$ cat src/rtl/pipe_pkg.sv
// ---------------------------------------------------------------------------
// pipe_pkg
//
// Shared definitions for the pipeline stage register with skid buffer.
//   stage_state_t : occupancy state of one stage (EMPTY / ONE / TWO)
//   DATA_W_DEF    : default payload width (register values, immediate, address)
//   CTRL_W_DEF    : default control field width (alu_op, mem_op, reg_write, ...)
//   CNT_W_DEF     : default performance counter width
//   occupancy()   : number of valid entries held in a given state (0..2)
// ---------------------------------------------------------------------------
package pipe_pkg;

    typedef enum logic [1:0] {
        EMPTY = 2'd0,
        ONE   = 2'd1,
        TWO   = 2'd2
    } stage_state_t;

    localparam int DATA_W_DEF = 64;
    localparam int CTRL_W_DEF = 12;
    localparam int CNT_W_DEF  = 16;

    function automatic logic [1:0] occupancy(input stage_state_t s);
        logic [1:0] n;
        case (s)
            ONE:     n = 2'd1;
            TWO:     n = 2'd2;
            default: n = 2'd0;
        endcase
        return n;
    endfunction

endpackage

$ cat src/rtl/sat_counter.sv
// ---------------------------------------------------------------------------
// sat_counter
//
// Saturating up-counter. On every falling clock edge where enable is high the
// count advances by inc_amount and sticks at 2^W-1 instead of wrapping.
// Cleared only by the asynchronous active-high reset.
//
// Ports:
//   clk        in   stage clock (state updates on the falling edge)
//   reset      in   asynchronous, active-high clear
//   enable     in   add inc_amount on this edge
//   inc_amount in   AMT_W-bit increment
//   count      out  W-bit saturating count
// ---------------------------------------------------------------------------
module sat_counter #(
    parameter int W     = 16,
    parameter int AMT_W = 2
) (
    input  logic             clk,
    input  logic             reset,
    input  logic             enable,
    input  logic [AMT_W-1:0] inc_amount,
    output logic [W-1:0]     count
);

    // One extra bit catches the carry out of the W-bit range; since the
    // increment is narrower than the counter, a single carry bit suffices.
    logic [W:0] sum;

    assign sum = {1'b0, count} + {{(W + 1 - AMT_W){1'b0}}, inc_amount};

    always_ff @(negedge clk or posedge reset) begin
        if (reset) begin
            count <= '0;
        end else if (enable) begin
            count <= sum[W] ? {W{1'b1}} : sum[W-1:0];
        end
    end

endmodule

$ cat src/rtl/pipeline_stage_skid.sv
// ---------------------------------------------------------------------------
// pipeline_stage_skid
//
// Pipeline stage register with a valid/ready handshake, a two-entry skid
// buffer and flush-to-bubble. Sits between IF/ID, ID/EX, EX/MEM and MEM/WB.
// Control and data travel in separate fields: a flush always zeroes control,
// data is zeroed only when CLEAR_DATA = 1. All state updates on the falling
// clock edge.
//
// Ports:
//   clk          in   stage clock (falling-edge active)
//   reset        in   asynchronous, active-high; clears all state at once
//   flush        in   discard held and incoming entries on this edge
//   in_valid     in   upstream offers an entry
//   in_ready     out  stage can accept (registered: high unless skid is full)
//   in_ctrl      in   incoming control field
//   in_data      in   incoming data field
//   out_valid    out  main entry valid
//   out_ready    in   downstream accepts
//   out_ctrl     out  main entry control field
//   out_data     out  main entry data field
//   bubble_cnt   out  saturating count of edges with out_ready & !out_valid
//   flushed_cnt  out  saturating count of valid entries discarded by flush
// ---------------------------------------------------------------------------
module pipeline_stage_skid
    import pipe_pkg::*;
#(
    parameter int DATA_W     = DATA_W_DEF,
    parameter int CTRL_W     = CTRL_W_DEF,
    parameter bit CLEAR_DATA = 1'b1,
    parameter int CNT_W      = CNT_W_DEF
) (
    input  logic              clk,
    input  logic              reset,
    input  logic              flush,
    input  logic              in_valid,
    output logic              in_ready,
    input  logic [CTRL_W-1:0] in_ctrl,
    input  logic [DATA_W-1:0] in_data,
    output logic              out_valid,
    input  logic              out_ready,
    output logic [CTRL_W-1:0] out_ctrl,
    output logic [DATA_W-1:0] out_data,
    output logic [CNT_W-1:0]  bubble_cnt,
    output logic [CNT_W-1:0]  flushed_cnt
);

    stage_state_t      state;
    stage_state_t      state_next;

    logic              main_valid;
    logic              skid_valid;
    logic              in_fire;
    logic              out_fire;

    logic [CTRL_W-1:0] main_ctrl;
    logic [CTRL_W-1:0] skid_ctrl;
    logic [DATA_W-1:0] main_data;
    logic [DATA_W-1:0] skid_data;

    logic              load_main_in;
    logic              load_skid_in;
    logic              move_skid;

    logic              bubble_en;
    logic [1:0]        flushed_amount;

    // Valid bits are a pure function of the occupancy state, so they can
    // never disagree with it.
    assign main_valid = (state != EMPTY);
    assign skid_valid = (state == TWO);

    assign in_fire  = in_valid & in_ready;
    assign out_fire = out_valid & out_ready;

    // An incoming entry lands in main when main is free or is draining on
    // this edge; otherwise it lands in skid. In TWO in_ready is low, so
    // in_fire cannot occur there.
    assign load_main_in = in_fire & (~main_valid | out_fire);
    assign load_skid_in = in_fire & main_valid & ~out_fire;
    assign move_skid    = skid_valid & out_fire;

    // -----------------------------------------------------------------------
    // State register
    // -----------------------------------------------------------------------
    always_ff @(negedge clk or posedge reset) begin
        if (reset) begin
            state <= EMPTY;
        end else begin
            state <= state_next;
        end
    end

    // -----------------------------------------------------------------------
    // Next-state logic; flush overrides every transition
    // -----------------------------------------------------------------------
    always_comb begin
        state_next = state;
        if (flush) begin
            state_next = EMPTY;
        end else begin
            case (state)
                EMPTY: begin
                    if (in_fire) begin
                        state_next = ONE;
                    end
                end
                ONE: begin
                    if (in_fire && !out_fire) begin
                        state_next = TWO;
                    end else if (!in_fire && out_fire) begin
                        state_next = EMPTY;
                    end
                end
                TWO: begin
                    if (out_fire) begin
                        state_next = ONE;
                    end
                end
                default: begin
                    state_next = EMPTY;
                end
            endcase
        end
    end

    // -----------------------------------------------------------------------
    // Output logic; in_ready comes straight from the state register so there
    // is no combinational path from out_ready to in_ready.
    // -----------------------------------------------------------------------
    always_comb begin
        out_valid = main_valid;
        in_ready  = ~skid_valid;
        out_ctrl  = main_ctrl;
        out_data  = main_data;
    end

    // -----------------------------------------------------------------------
    // Control fields: always zeroed by flush
    // -----------------------------------------------------------------------
    always_ff @(negedge clk or posedge reset) begin
        if (reset) begin
            main_ctrl <= '0;
            skid_ctrl <= '0;
        end else if (flush) begin
            main_ctrl <= '0;
            skid_ctrl <= '0;
        end else begin
            if (load_main_in) begin
                main_ctrl <= in_ctrl;
            end else if (move_skid) begin
                main_ctrl <= skid_ctrl;
            end

            if (load_skid_in) begin
                skid_ctrl <= in_ctrl;
            end else if (move_skid) begin
                skid_ctrl <= '0;
            end
        end
    end

    // -----------------------------------------------------------------------
    // Data fields: zeroed by flush only when CLEAR_DATA is set, otherwise
    // they keep their last value (their valid bits are already cleared).
    // -----------------------------------------------------------------------
    always_ff @(negedge clk or posedge reset) begin
        if (reset) begin
            main_data <= '0;
            skid_data <= '0;
        end else if (flush) begin
            if (CLEAR_DATA) begin
                main_data <= '0;
                skid_data <= '0;
            end
        end else begin
            if (load_main_in) begin
                main_data <= in_data;
            end else if (move_skid) begin
                main_data <= skid_data;
            end

            if (load_skid_in) begin
                skid_data <= in_data;
            end
        end
    end

    // -----------------------------------------------------------------------
    // Performance counters
    // -----------------------------------------------------------------------
    assign bubble_en = out_ready & ~out_valid;

    // Entries lost on a flush edge: everything held plus an accepted offer.
    assign flushed_amount = occupancy(state) + {1'b0, in_fire};

    sat_counter #(
        .W     (CNT_W),
        .AMT_W (2)
    ) u_bubble_cnt (
        .clk        (clk),
        .reset      (reset),
        .enable     (bubble_en),
        .inc_amount (2'd1),
        .count      (bubble_cnt)
    );

    sat_counter #(
        .W     (CNT_W),
        .AMT_W (2)
    ) u_flushed_cnt (
        .clk        (clk),
        .reset      (reset),
        .enable     (flush),
        .inc_amount (flushed_amount),
        .count      (flushed_cnt)
    );

endmodule

$ cat config.mk
export PLATFORM = sky130hd
export DESIGN_NAME = pipeline_stage_skid
export DESIGN_NICKNAME = d
export VERILOG_FILES = /design/src/rtl/pipe_pkg.sv /design/src/rtl/sat_counter.sv /design/src/rtl/pipeline_stage_skid.sv
export SDC_FILE = /design/constraint.sdc
export NUM_CORES = 1
export LEC_CHECK = 0
export ABC_AREA = 1
export BUFFER_PORTS_ARGS = -buffer_cell sky130_fd_sc_hd__buf_2
export CAP_MARGIN = 25
export CORE_UTILIZATION = 49
export DETAILED_ROUTE_END_ITERATION = 12
export PLACE_DENSITY = 0.73
export SYNTH_ARGS = -nofsm -noshare
export SYNTH_HDL_FRONTEND = slang
export SYNTH_HIERARCHICAL = 1
export SYNTH_SLANG_ARGS = --single-unit
$ cat constraint.sdc
create_clock -name clk -period 6.5 [get_ports clk]
set_clock_uncertainty 0.15 [all_clocks]
set_input_delay 1.3 -clock clk [delete_from_list [all_inputs] [get_ports clk]]
set_output_delay 1.3 -clock clk [all_outputs]
set_load 0.005 [all_outputs]
==> results of run 1 <==
==> flip-flops by register name, summed over array words and instances, names as in the netlist <==
register	cells
u_bubble_cnt/count	16
u_flushed_cnt/count	16
skid_data	64
out_data	64
skid_ctrl	12
state	2
out_ctrl	12
==> logic make-up (layout without fill, tap and decap cells) <==
logic type               after synthesis  in the layout  share of synthesized area [%]
flip-flops                           186            186                          51.77
AO/OA/AOI/OAI                         28             28                          1.642
AND/OR/NAND/NOR                      844            844                          39.14
other                                  2              3                        0.08354
XOR/XNOR                               4              4                         0.3897
buffers and inverters                119            305                          5.971
adder cells (fa/ha/maj)                6              6                          1.002
==> worst min-delay path, delay by kind of cell, from the launching register on <==
| kind | cells | cell delay (ns) |
|---|---|---|
| DFF | 1 | 0.40 |
| and+or+nand+nor | 2 | 0.10 |
==> metal layers <==
| layer | track usage (%) | vias to the layer above | routed length, microns |
|---|---|---|---|
| li1 | - | 4016 | - |
| met1 | 32.93 | 3791 | 10000 |
| met5 | 0 | - | 0 |
| met2 | 39.36 | 221 | 10370 |
| met3 | 5.482 | 19 | 1391 |
| met4 | 5.983 | 0 | 218 |
==> cell usage in the layout, fill, tap and decap left out, types with 14 or more instances in the layout <==
cell | netlist | routed
dfrtn_1 | 186 | 186
inv_1 | 58 | 57
nand4_1 | 14 | 14
buf_2 | 18 | 190
nor2_1 | 20 | 18
nand2_1 | 673 | 671
nand3_1 | 102 | 102
o21ai_0 | 23 | 23
clkbuf_16 | 0 | 17
buf_4 | 14 | 18
==> layout make-up <==
cell class / count / share of cell area, %
tap: 229 / 2.659
inverter: 60 / 2.125
multi-input combinational: 885 / 35.59
sequential: 186 / 43.20
clock inverter: 15 / 1.475
timing repair buffer: 213 / 11.01
clock buffer: 17 / 3.948
==> path summary, 6_finish.rpt <==
kind	from	end	slack (ns)	depth (start not counted)
max reg2reg	state[1]	u_flushed_cnt/count[6]	3.99	13
min in group asynchronous	reset	u_flushed_cnt/count[0]	3.98	2
min	out_data[32]	out_data[32]	0.27	2
max	in_valid	u_flushed_cnt/count[6]	0.37	14
min reg2reg	out_data[32]	out_data[32]	0.27	2
max in group asynchronous	reset	skid_data[17]	1.71	3
==> power by group through the flow <==
stage / Sequential, mW / Clock (mW) / Combinational (mW)
2_1_floorplan: 1.35 / 0 / 0.290
3_3_place_gp: 1.35 / 0 / 0.473
3_5_place_dp: 1.35 / 0 / 0.480
4_1_cts: 1.33 / 1.05 / 0.483
5_1_grt: 1.35 / 1.10 / 0.549
6_report: 1.33 / 1.03 / 0.478
==> metrics by stage <==
step	hold slack, ns	cell area, sq um	worst slack [ns]	util, %	total power [mW]
floorplan	0.2829	8997	-0.02923	-	1.636
global placement	0.2670	10190	-0.01670	56.73	1.825
detailed placement	0.2702	10190	-0.05152	56.73	1.834
CTS	0.2732	10780	0.3884	59.98	2.866
global route	0.2871	10780	0.1395	59.98	2.996
finish	0.2689	10780	0.3678	59.98	2.845
==> out/qor.yml, run 1 <==
detailed_routing:
  drt-initial-drc-count: 566
  drt-total-wl_microns: 21980
  vias: 8047
  wire_per_inst_microns: 13.70
  drtPass1Iterations: 5
  ant_nets: 0
  viasPerCell: 5.014
  drc: 0
final_layout:
  final_cells: 1605
  final_nets: 1450
  area_growth_pct: 19.86
  antennaDiodeCount: 0
  multi_input_area_sq_mm: 0.003835
  fillers: 1633
  regArea_sq_mm: 0.004654
  drive_gt1_share_pct: 20.71
timing:
  hold_viol_final: 0
  tns_ns: 0
  rsz0062_at_grt: "no"
  tightest_slew_ns: 0.8645
  finalMaxSlewViolations: 0
  relSlewSlack_pct: 42.23
  setup_violations: 0
synth:
  seq_area_frac_synth_pct: 51.77
  yosysTopAreaCell: "dfrtn_1"
  ys.flop_type: "dfrtn_1"
  avgSynthCellArea_sq_um: 7.561
  synth_area_leaders: "dfrtn_1 (52%), nand2_1 (28%), nand3_1 (5.7%)"
  synthDistinctLibCells: 29
  synth_common_cells: "nand2_1 (673), dfrtn_1 (186), nand3_1 (102), inv_1 (58), o21ai_0 (23)"
  synth-seq-cells: 186
  yosysWarnings: 6
  synth_edf_count: 0
  synth_top_area_share_pct: 51.77
  async_reset_ff_share_pct: 100.0
  syn_inst: 1189
  yosysMostFrequentCell: "nand2_1"
  syn-cell-area_sq_mm: 0.008990
setup_path:
  cp_num_buf_inv: 5
  crit_fanout: 5
  endpoint_kind: "flop"
  cp-start-kind: "input port"
  critPathSlowestCell: "fa_1"
  cp_data_required_time_ns: 3.34
  critPathTopFamily: "adder cells"
  crit_top_cell: "inv_1"
  path_cells: "buf_2 -> inv_1 -> a21oi_2 -> a21oi_1 -> nor2_1 -> ha_1 -> inv_1 -> fa_1 -> inv_1 -> nand3_1 -> nor2_1 -> buf_4 -> xor2_1 -> nand2_1"
  worstSetupPathType: "in -> reg"
  cp.arrival_ns: 2.98
  critPathMaxStageDelay_ns: 0.35
floorplanning:
  dieHeight_microns: 137.5
  ios: 191
  fp.dieW_microns: 137.5
  num_rows: 49
  design.core.area_sq_mm: 0.01796
  die_area_sq_mm: 0.01889
  start_util_pct: 50.05
worst_hold_path:
  hp-class: "reg -> reg"
clocking:
  cts_setup_buffers: 0
  cts_hold_buf: 0
  ctsResizeCount: 0
  clockBufferDepth: 2
  clk_latency_ns: 0.40
  htree_levels: 4
  root_buffer: "clkbuf_16"
  cts_tree: "built"
  cts-buffers-inserted: 17
  cts.reportedPaths.clkPinSlew_ns: 0.05
  clock_sinks: 186
run:
  maxCapViolCount: 0
power:
  seqPwrFrac_pct: 46.9
  p_per_area_mw_per_mm2: 264.0
  switching_share_pct: 30.42
  vdd_drop_max_mv: 0.1930
  leakage_nw: 6.377
  p_clk_share_pct: 36.3
  power.net_switching_mw: 0.8653
  internal-power_mw: 1.979
  power.share.combinational_pct: 16.8
global_routing:
  grt_overflow: 0
  antenna_found_initial: 1
  first_global_vias: 7443
  grt_max_degree: 89
  grt_pass1_wl_microns: 36030
  grt_use_total_pct: 24.30
place:
  gp_congestion: 0.8173
  dp_cells: 1573
  io_buffers: 190
  detailed_place_hpwl_microns: 14120
run_status:
  status: "completed"
Note: power is estimated with default switching activity, not from simulation.
==> run 2: changes to the inputs <==
--- a/config.mk
+++ b/config.mk
@@ -5,12 +5,12 @@
 export SDC_FILE = /design/constraint.sdc
 export NUM_CORES = 1
 export LEC_CHECK = 0
-export ABC_AREA = 1
 export BUFFER_PORTS_ARGS = -buffer_cell sky130_fd_sc_hd__buf_2
 export CAP_MARGIN = 25
 export CORE_UTILIZATION = 49
 export DETAILED_ROUTE_END_ITERATION = 12
-export PLACE_DENSITY = 0.73
+export MAX_ROUTING_LAYER = met4
+export PLACE_DENSITY = 0.74
 export SYNTH_ARGS = -nofsm -noshare
 export SYNTH_HDL_FRONTEND = slang
 export SYNTH_HIERARCHICAL = 1
==> run 2 against run 1 <==
Against the previous run:
- highest routed layer unchanged
- worst setup slack lost 0.20 ns
- design area shrank 7.1%
- wire length fell by 9.5%
- global-route usage about the same
- largest power group unchanged
- count of clock-buffer cells in the layout unchanged
- via count decreased by 24%
- clock power about the same
- flip-flop and latch count unchanged
- first-iteration DRC count fell by 37%
- non-clock buffer count is 3 lower
- final cell count is 35% lower
==> out/qor.yml, run 2 <==
clocking:
  ctsResizeCount: 0  # unchanged
  cts-buffers-inserted: 17  # unchanged
  cts_tree: "built"
  cts_hold_buf: 0  # unchanged
  clk_latency_ns: 0.40  # about the same
  cts_setup_buffers: 0  # unchanged
  clockBufferDepth: 2  # unchanged
  clock_sinks: 186  # unchanged
  root_buffer: "clkbuf_16"
  htree_levels: 4  # unchanged
  cts.reportedPaths.clkPinSlew_ns: 0.05  # about the same
detailed_routing:
  drtPass1Iterations: 6  # +1
  vias: 6095  # -24%
  wire_per_inst_microns: 19.09  # +39%
  drt-initial-drc-count: 356  # -37%
  viasPerCell: 5.849  # +17%
  drt-total-wl_microns: 19890  # -9.5%
  ant_nets: 0  # unchanged
  drc: 0  # unchanged
final_layout:
  fillers: 1272  # -22%
  final_common_cell: "buf_2"
  design_area_sq_mm: 0.01001  # -7.1%
  final_nets: 899  # -38%
  area_growth_pct: 23.65
  drive_gt1_share_pct: 31.88  # +11 points
  layout_common_cells: "buf_2 (190), dfrtn_1 (186), mux2i_1 (78), a22o_1 (76), o2bb2ai_1 (76)"
place:
  io_buffers: 190  # unchanged
  gp_congestion: 0.8317  # +1.8%
  detailed_place_hpwl_microns: 12910  # -8.6%
  place_ws_ns: -0.2229  # -0.1714 ns
  placed_cell_area_sq_mm: 0.009405  # -7.7%
setup_path:
  worstSetupPathType: "in -> reg"
  path_cells: "buf_2 -> nor2b_4 -> and2b_1 -> a21o_1 -> ha_2 -> inv_2 -> fa_2 -> nand3b_1 -> nor4_4 -> and4b_1 -> a21oi_1"
  cp_data_required_time_ns: 3.34  # about the same
  critPathMaxStageDelay_ns: 0.33  # -0.02 ns
  crit_fanout: 3  # -2
  critPathTopFamily: "simple AND/OR/NAND/NOR gates"
  cp-start-kind: "input port"
  cp_num_buf_inv: 2  # -3
  critPathSlowestCell: "fa_2"
  cp.arrival_ns: 3.17  # +0.19 ns
  endpoint_kind: "flop"
synth:
  synth-seq-cells: 186  # unchanged
  yosysWarnings: 6  # unchanged
  syn_inst: 626  # -47%
  synth_common_cells: "dfrtn_1 (186), mux2i_1 (78), a22o_1 (76), o2bb2ai_1 (76), nand2_1 (35)"
  synth_edf_count: 0  # unchanged
  syn-cell-area_sq_mm: 0.008094  # -10%
  synth_top_area_share_pct: 57.51  # +5.7 points
  ys.flop_type: "dfrtn_1"
  yosysTopAreaCell: "dfrtn_1"
  synthDistinctLibCells: 49  # +69%
  synth_area_leaders: "dfrtn_1 (58%), mux2i_1 (9.6%), a22o_1 (8.2%)"
  avgSynthCellArea_sq_um: 12.93  # +71%
  yosysMostFrequentCell: "dfrtn_1"
  seq_area_frac_synth_pct: 57.51  # +5.7 points
  async_reset_ff_share_pct: 100.0  # unchanged
timing:
  setup_violations: 0  # unchanged
  rsz0062_at_grt: "no"
  hold_slack_ns: 0.2795  # +0.01063 ns
  setup_slack_ns: 0.1669  # -0.2009 ns
  finalMaxSlewViolations: 0  # unchanged
  hold_viol_final: 0  # unchanged
  relSlewSlack_pct: 35.78  # -6.5 points
  tightest_slew_ns: 0.9616  # +0.09710 ns
power:
  leakage_nw: 5.217  # -18%
  vdd_drop_max_mv: 0.2854  # +48%
  p_per_area_mw_per_mm2: 282.5  # +7.0%
floorplanning:
  dieHeight_microns: 130.5  # -5.0%
  num_rows: 46  # -6.1%
  design.core.area_sq_mm: 0.01600  # -11%
  ios: 191  # unchanged
  die_area_sq_mm: 0.01704  # -9.8%
  fp.dieW_microns: 130.5  # -5.0%
  start_util_pct: 50.59  # +0.54 points
global_routing:
  grt_overflow: 0  # unchanged
  grt_max_degree: 80  # -10%
  grt_use_total_pct: 24.28  # about the same
  grt_pass1_wl_microns: 30970  # -14%
  first_global_vias: 6055  # -19%
  antenna_found_initial: 0  # -1
run_status:
  status: "completed"
run:
  maxCapViolCount: 0  # unchanged
worst_hold_path:
  hp-class: "reg -> reg"
[run 2: cell count changes in the layout (fill, tap and decap cells not counted), moves of 9 or more]
cell | before | now
mux2i_1 | 0 | 78
a22o_1 | 0 | 76
nand2_1 | 671 | 35
nand3_1 | 102 | 5
o2bb2ai_1 | 0 | 76
xnor2_1 | 0 | 11
inv_1 | 57 | 14
nor2_1 | 18 | 6
a21oi_1 | 3 | 12
nand3_2 | 10 | 0
o21ai_0 | 23 | 8
[run 2: metrics by stage]
stage          cells  utilization, %  total power [mW]  setup TNS [ns]
6_report        1042           62.55             2.827               0
5_1_grt         1041           62.54             2.951               0
4_1_cts         1041           62.54             2.851               0
2_1_floorplan    627               -             1.596          -4.850
3_5_place_dp    1009           58.78             1.786          -2.031
3_3_place_gp    1009           58.78             1.763         -0.6721
[run 2: path summary, 6_finish.rpt]
| kind | slack (ns) | cells past startpoint | startpoint | end |
|---|---|---|---|---|
| setup / recovery | 0.17 | 11 | in_valid | u_flushed_cnt/count[14] |
| hold / removal | 0.28 | 1 | out_data[34] | out_data[34] |
| setup reg to reg | 3.81 | 9 | state[1] | u_flushed_cnt/count[14] |
| hold reg to reg | 0.28 | 1 | out_data[34] | out_data[34] |
| max in group asynchronous | 1.76 | 3 | reset | skid_ctrl[5] |
| min in group asynchronous | 4.00 | 2 | reset | u_bubble_cnt/count[8] |
[run 2: where the power goes]
group	internal (mW)	switching [mW]	total (mW)
combinational	0.196	0.239	0.435
clock	0.583	0.475	1.06
sequential	1.25	0.0875	1.33
[run 2: logic make-up (layout without fill, tap and decap cells)]
group	count (synthesis)	in the layout	share of synthesized area, %
flops	186	186	57.50
compound gates	185	185	18.86
simple gates	91	91	6.926
mux	81	81	10.06
buf+inv	60	258	3.818
xor+xnor	15	15	1.623
fa+ha+maj	6	6	1.113
other cells	2	4	0.09278
[run 2: routing by layer]
metal	track usage (%)	part of all wire [%]	up-vias
li1	-	-	2725
met1	31.05	44	3133
met5	-	0	-
met4	7.843	1.2	0
met3	5.904	6.0	24
met2	38.06	49	213
[run 2: cell type report]
| class | instances | area [sq um] | area share, % |
|---|---|---|---|
| Inverter | 16 | 63.81 | 0.6376 |
| Clock buffer | 17 | 425.4 | 4.251 |
| Tap cell | 216 | 270.3 | 2.700 |
| Timing Repair Buffer | 210 | 1226 | 12.25 |
| Antenna cell | 1 | 2.502 | 0.02500 |
| Sequential cell | 186 | 4654 | 46.51 |
| Clock inverter | 15 | 175.2 | 1.750 |
| Multi-Input combinational cell | 381 | 3191 | 31.88 |
==> run 3: changes to the inputs <==
--- a/config.mk
+++ b/config.mk
@@ -10,7 +10,7 @@
 export CORE_UTILIZATION = 49
 export DETAILED_ROUTE_END_ITERATION = 12
 export MAX_ROUTING_LAYER = met4
-export PLACE_DENSITY = 0.74
+export PLACE_DENSITY_LB_ADDON = 0.3
 export SYNTH_ARGS = -nofsm -noshare
 export SYNTH_HDL_FRONTEND = slang
 export SYNTH_HIERARCHICAL = 1
==> run 3 against run 2 <==
Against the previous run:
- utilization is 0.34 points higher
- total power is 2.4% lower
- non-clock buffer count is 5 higher
- via count stayed put
- register-to-register slack worse by 0.02 ns
- wire length is 1.1% higher
- count of clock-buffer cells in the layout is 2 higher
- die area stayed put
- global-route usage is 0.52 points higher
==> out/qor.yml, run 3 (synthesized netlist as in run 2, its figures left out) <==
detailed_routing:
  viasPerCell: 5.821  # -0.48%
  drt-total-wl_microns: 20110  # +1.1%
  drc: 0  # unchanged
  wire_per_inst_microns: 19.21  # +0.63%
  drtPass1Iterations: 5  # -1
  vias: 6095  # unchanged
  drt-initial-drc-count: 392  # +10%
  ant_nets: 0  # unchanged
place:
  detailed_place_hpwl_microns: 13110  # +1.5%
  gp_congestion: 0.8314  # about the same
  place_ws_ns: -0.2546  # -0.03171 ns
  io_buffers: 190  # unchanged
setup_path:
  endpoint_kind: "flop"
  cp.arrival_ns: 3.19  # +0.02 ns
  worstSetupPathType: "in -> reg"
  crit_fanout: 3  # unchanged
  cp-start-kind: "input port"
  cp_data_required_time_ns: 3.34  # about the same
power:
  leakage_nw: 5.229  # +0.23%
  internal-power_mw: 1.968  # -2.9%
  switching_share_pct: 28.72  # +0.39 points
  vdd_drop_max_mv: 0.1942  # -32%
  p_per_area_mw_per_mm2: 274.4  # -2.9%
  seqPwrFrac_pct: 48.4  # +1.2 points
  power.net_switching_mw: 0.7929  # -1.0%
  p_clk_share_pct: 35.7  # -1.7 points
  power.share.combinational_pct: 15.9  # +0.5 points
  report.power.total_mw: 2.761  # -2.4%
floorplanning:
  design.core.area_sq_mm: 0.01600  # unchanged
  fp.dieW_microns: 130.5  # unchanged
  ios: 191  # unchanged
  dieHeight_microns: 130.5  # unchanged
  die_area_sq_mm: 0.01704  # unchanged
  start_util_pct: 50.59  # unchanged
  num_rows: 46  # unchanged
global_routing:
  grt_pass1_wl_microns: 31640  # +2.2%
  grt_overflow: 0  # unchanged
  grt_use_total_pct: 24.80  # +0.52 points
  antenna_found_initial: 0  # unchanged
  grt_max_degree: 77  # -3.8%
  first_global_vias: 6128  # +1.2%
run_status:
  status: "completed"
clocking:
  cts_hold_buf: 0  # unchanged
  cts_tree: "built"
  htree_levels: 4  # unchanged
  ctsResizeCount: 0  # unchanged
  cts_setup_buffers: 0  # unchanged
  root_buffer: "clkbuf_16"
  clockBufferDepth: 2  # unchanged
  clock_sinks: 186  # unchanged
  cts.reportedPaths.clkPinSlew_ns: 0.05  # about the same
  cts-buffers-inserted: 17  # unchanged
  clk_latency_ns: 0.40  # about the same
worst_hold_path:
  hp-class: "reg -> reg"
timing:
  hold_slack_ns: 0.2771  # -0.002487 ns
  hold_viol_final: 0  # unchanged
  tightest_slew_ns: 0.7152  # -0.2464 ns
  rsz0062_at_grt: "no"
  tns_ns: 0  # unchanged
  setup_violations: 0  # unchanged
  finalMaxSlewViolations: 0  # unchanged
  relSlewSlack_pct: 52.22  # +16 points
  setup_slack_ns: 0.1450  # -0.02189 ns
final_layout:
  final_nets: 904  # +0.56%
  layout_common_cells: "buf_2 (190), dfrtn_1 (186), mux2i_1 (78), a22o_1 (76), o2bb2ai_1 (76)"
  drive_gt1_share_pct: 32.29  # +0.41 points
  area_growth_pct: 24.32
  final_common_cell: "buf_2"
  utilization_pct: 62.89  # +0.34 points
run:
  maxCapViolCount: 0  # unchanged
==> run 3: final timing paths <==
| path | start | endpoint | slack [ns] | cells past startpoint |
|---|---|---|---|---|
| worst max register to register | state[1] | u_flushed_cnt/count[10] | 3.79 | 9 |
| min in group asynchronous | reset | u_bubble_cnt/count[5] | 3.99 | 2 |
| max in group asynchronous | reset | skid_ctrl[5] | 1.55 | 3 |
| worst min register to register | out_data[7] | out_data[7] | 0.28 | 1 |
| worst max-delay path | in_valid | u_flushed_cnt/count[10] | 0.14 | 11 |
| worst min-delay path | out_data[7] | out_data[7] | 0.28 | 1 |
==> run 3: power groups by stage <==
| stage | Clock [mW] | Combinational, mW | Sequential [mW] |
|---|---|---|---|
| floorplan | 0 | 0.251 | 1.34 |
| global placement | 0 | 0.422 | 1.35 |
| detailed placement | 0 | 0.438 | 1.35 |
| CTS | 1.00 | 0.441 | 1.34 |
| global route | 1.05 | 0.486 | 1.35 |
| finish | 0.986 | 0.439 | 1.34 |
==> run 3: area by class of cell <==
| type | instances | area (sq um) |
|---|---|---|
| well taps | 216 | 270.3 |
| repair buffers | 215 | 1318 |
| clock inverters | 13 | 110.1 |
| inverters | 16 | 63.81 |
| multi-input cells | 381 | 3191 |
| diodes | 1 | 2.502 |
| clock buffers | 19 | 452.9 |
| fillers | 1284 | 5938 |
| flip-flops and latches | 186 | 4654 |
==> run 3: critical path, stage by stage <==
cell and delay (ns):
buf_2 0.11, nor2b_4 0.14, and2b_1 0.15, a21o_1 0.10, ha_2 0.18, inv_2 0.04
fa_2 0.33, nand3b_1 0.26, nor3_2 0.27, and4b_1 0.24, a21oi_1 0.07
==> run 3: metrics by stage <==
stage | instances | instance area (sq um)
finish | 1047 | 10060
global route | 1046 | 10060
CTS | 1046 | 10060
detailed placement | 1014 | 9497
global placement | 1013 | 9485
floorplan | 627 | 8135
==> run 3: routing by layer <==
metal  routed length (microns)  global-route usage (%)  part of all wire (%)  vias to the layer above
met5                         0                       -                     0                        -
met4                       261                   8.519                   1.3                        0
met3                      1048                   4.886                   5.2                       17
met2                      9906                   38.81                    49                      206
met1                      8896                   32.35                    44                     3135
li1                          -                       -                     -                     2737
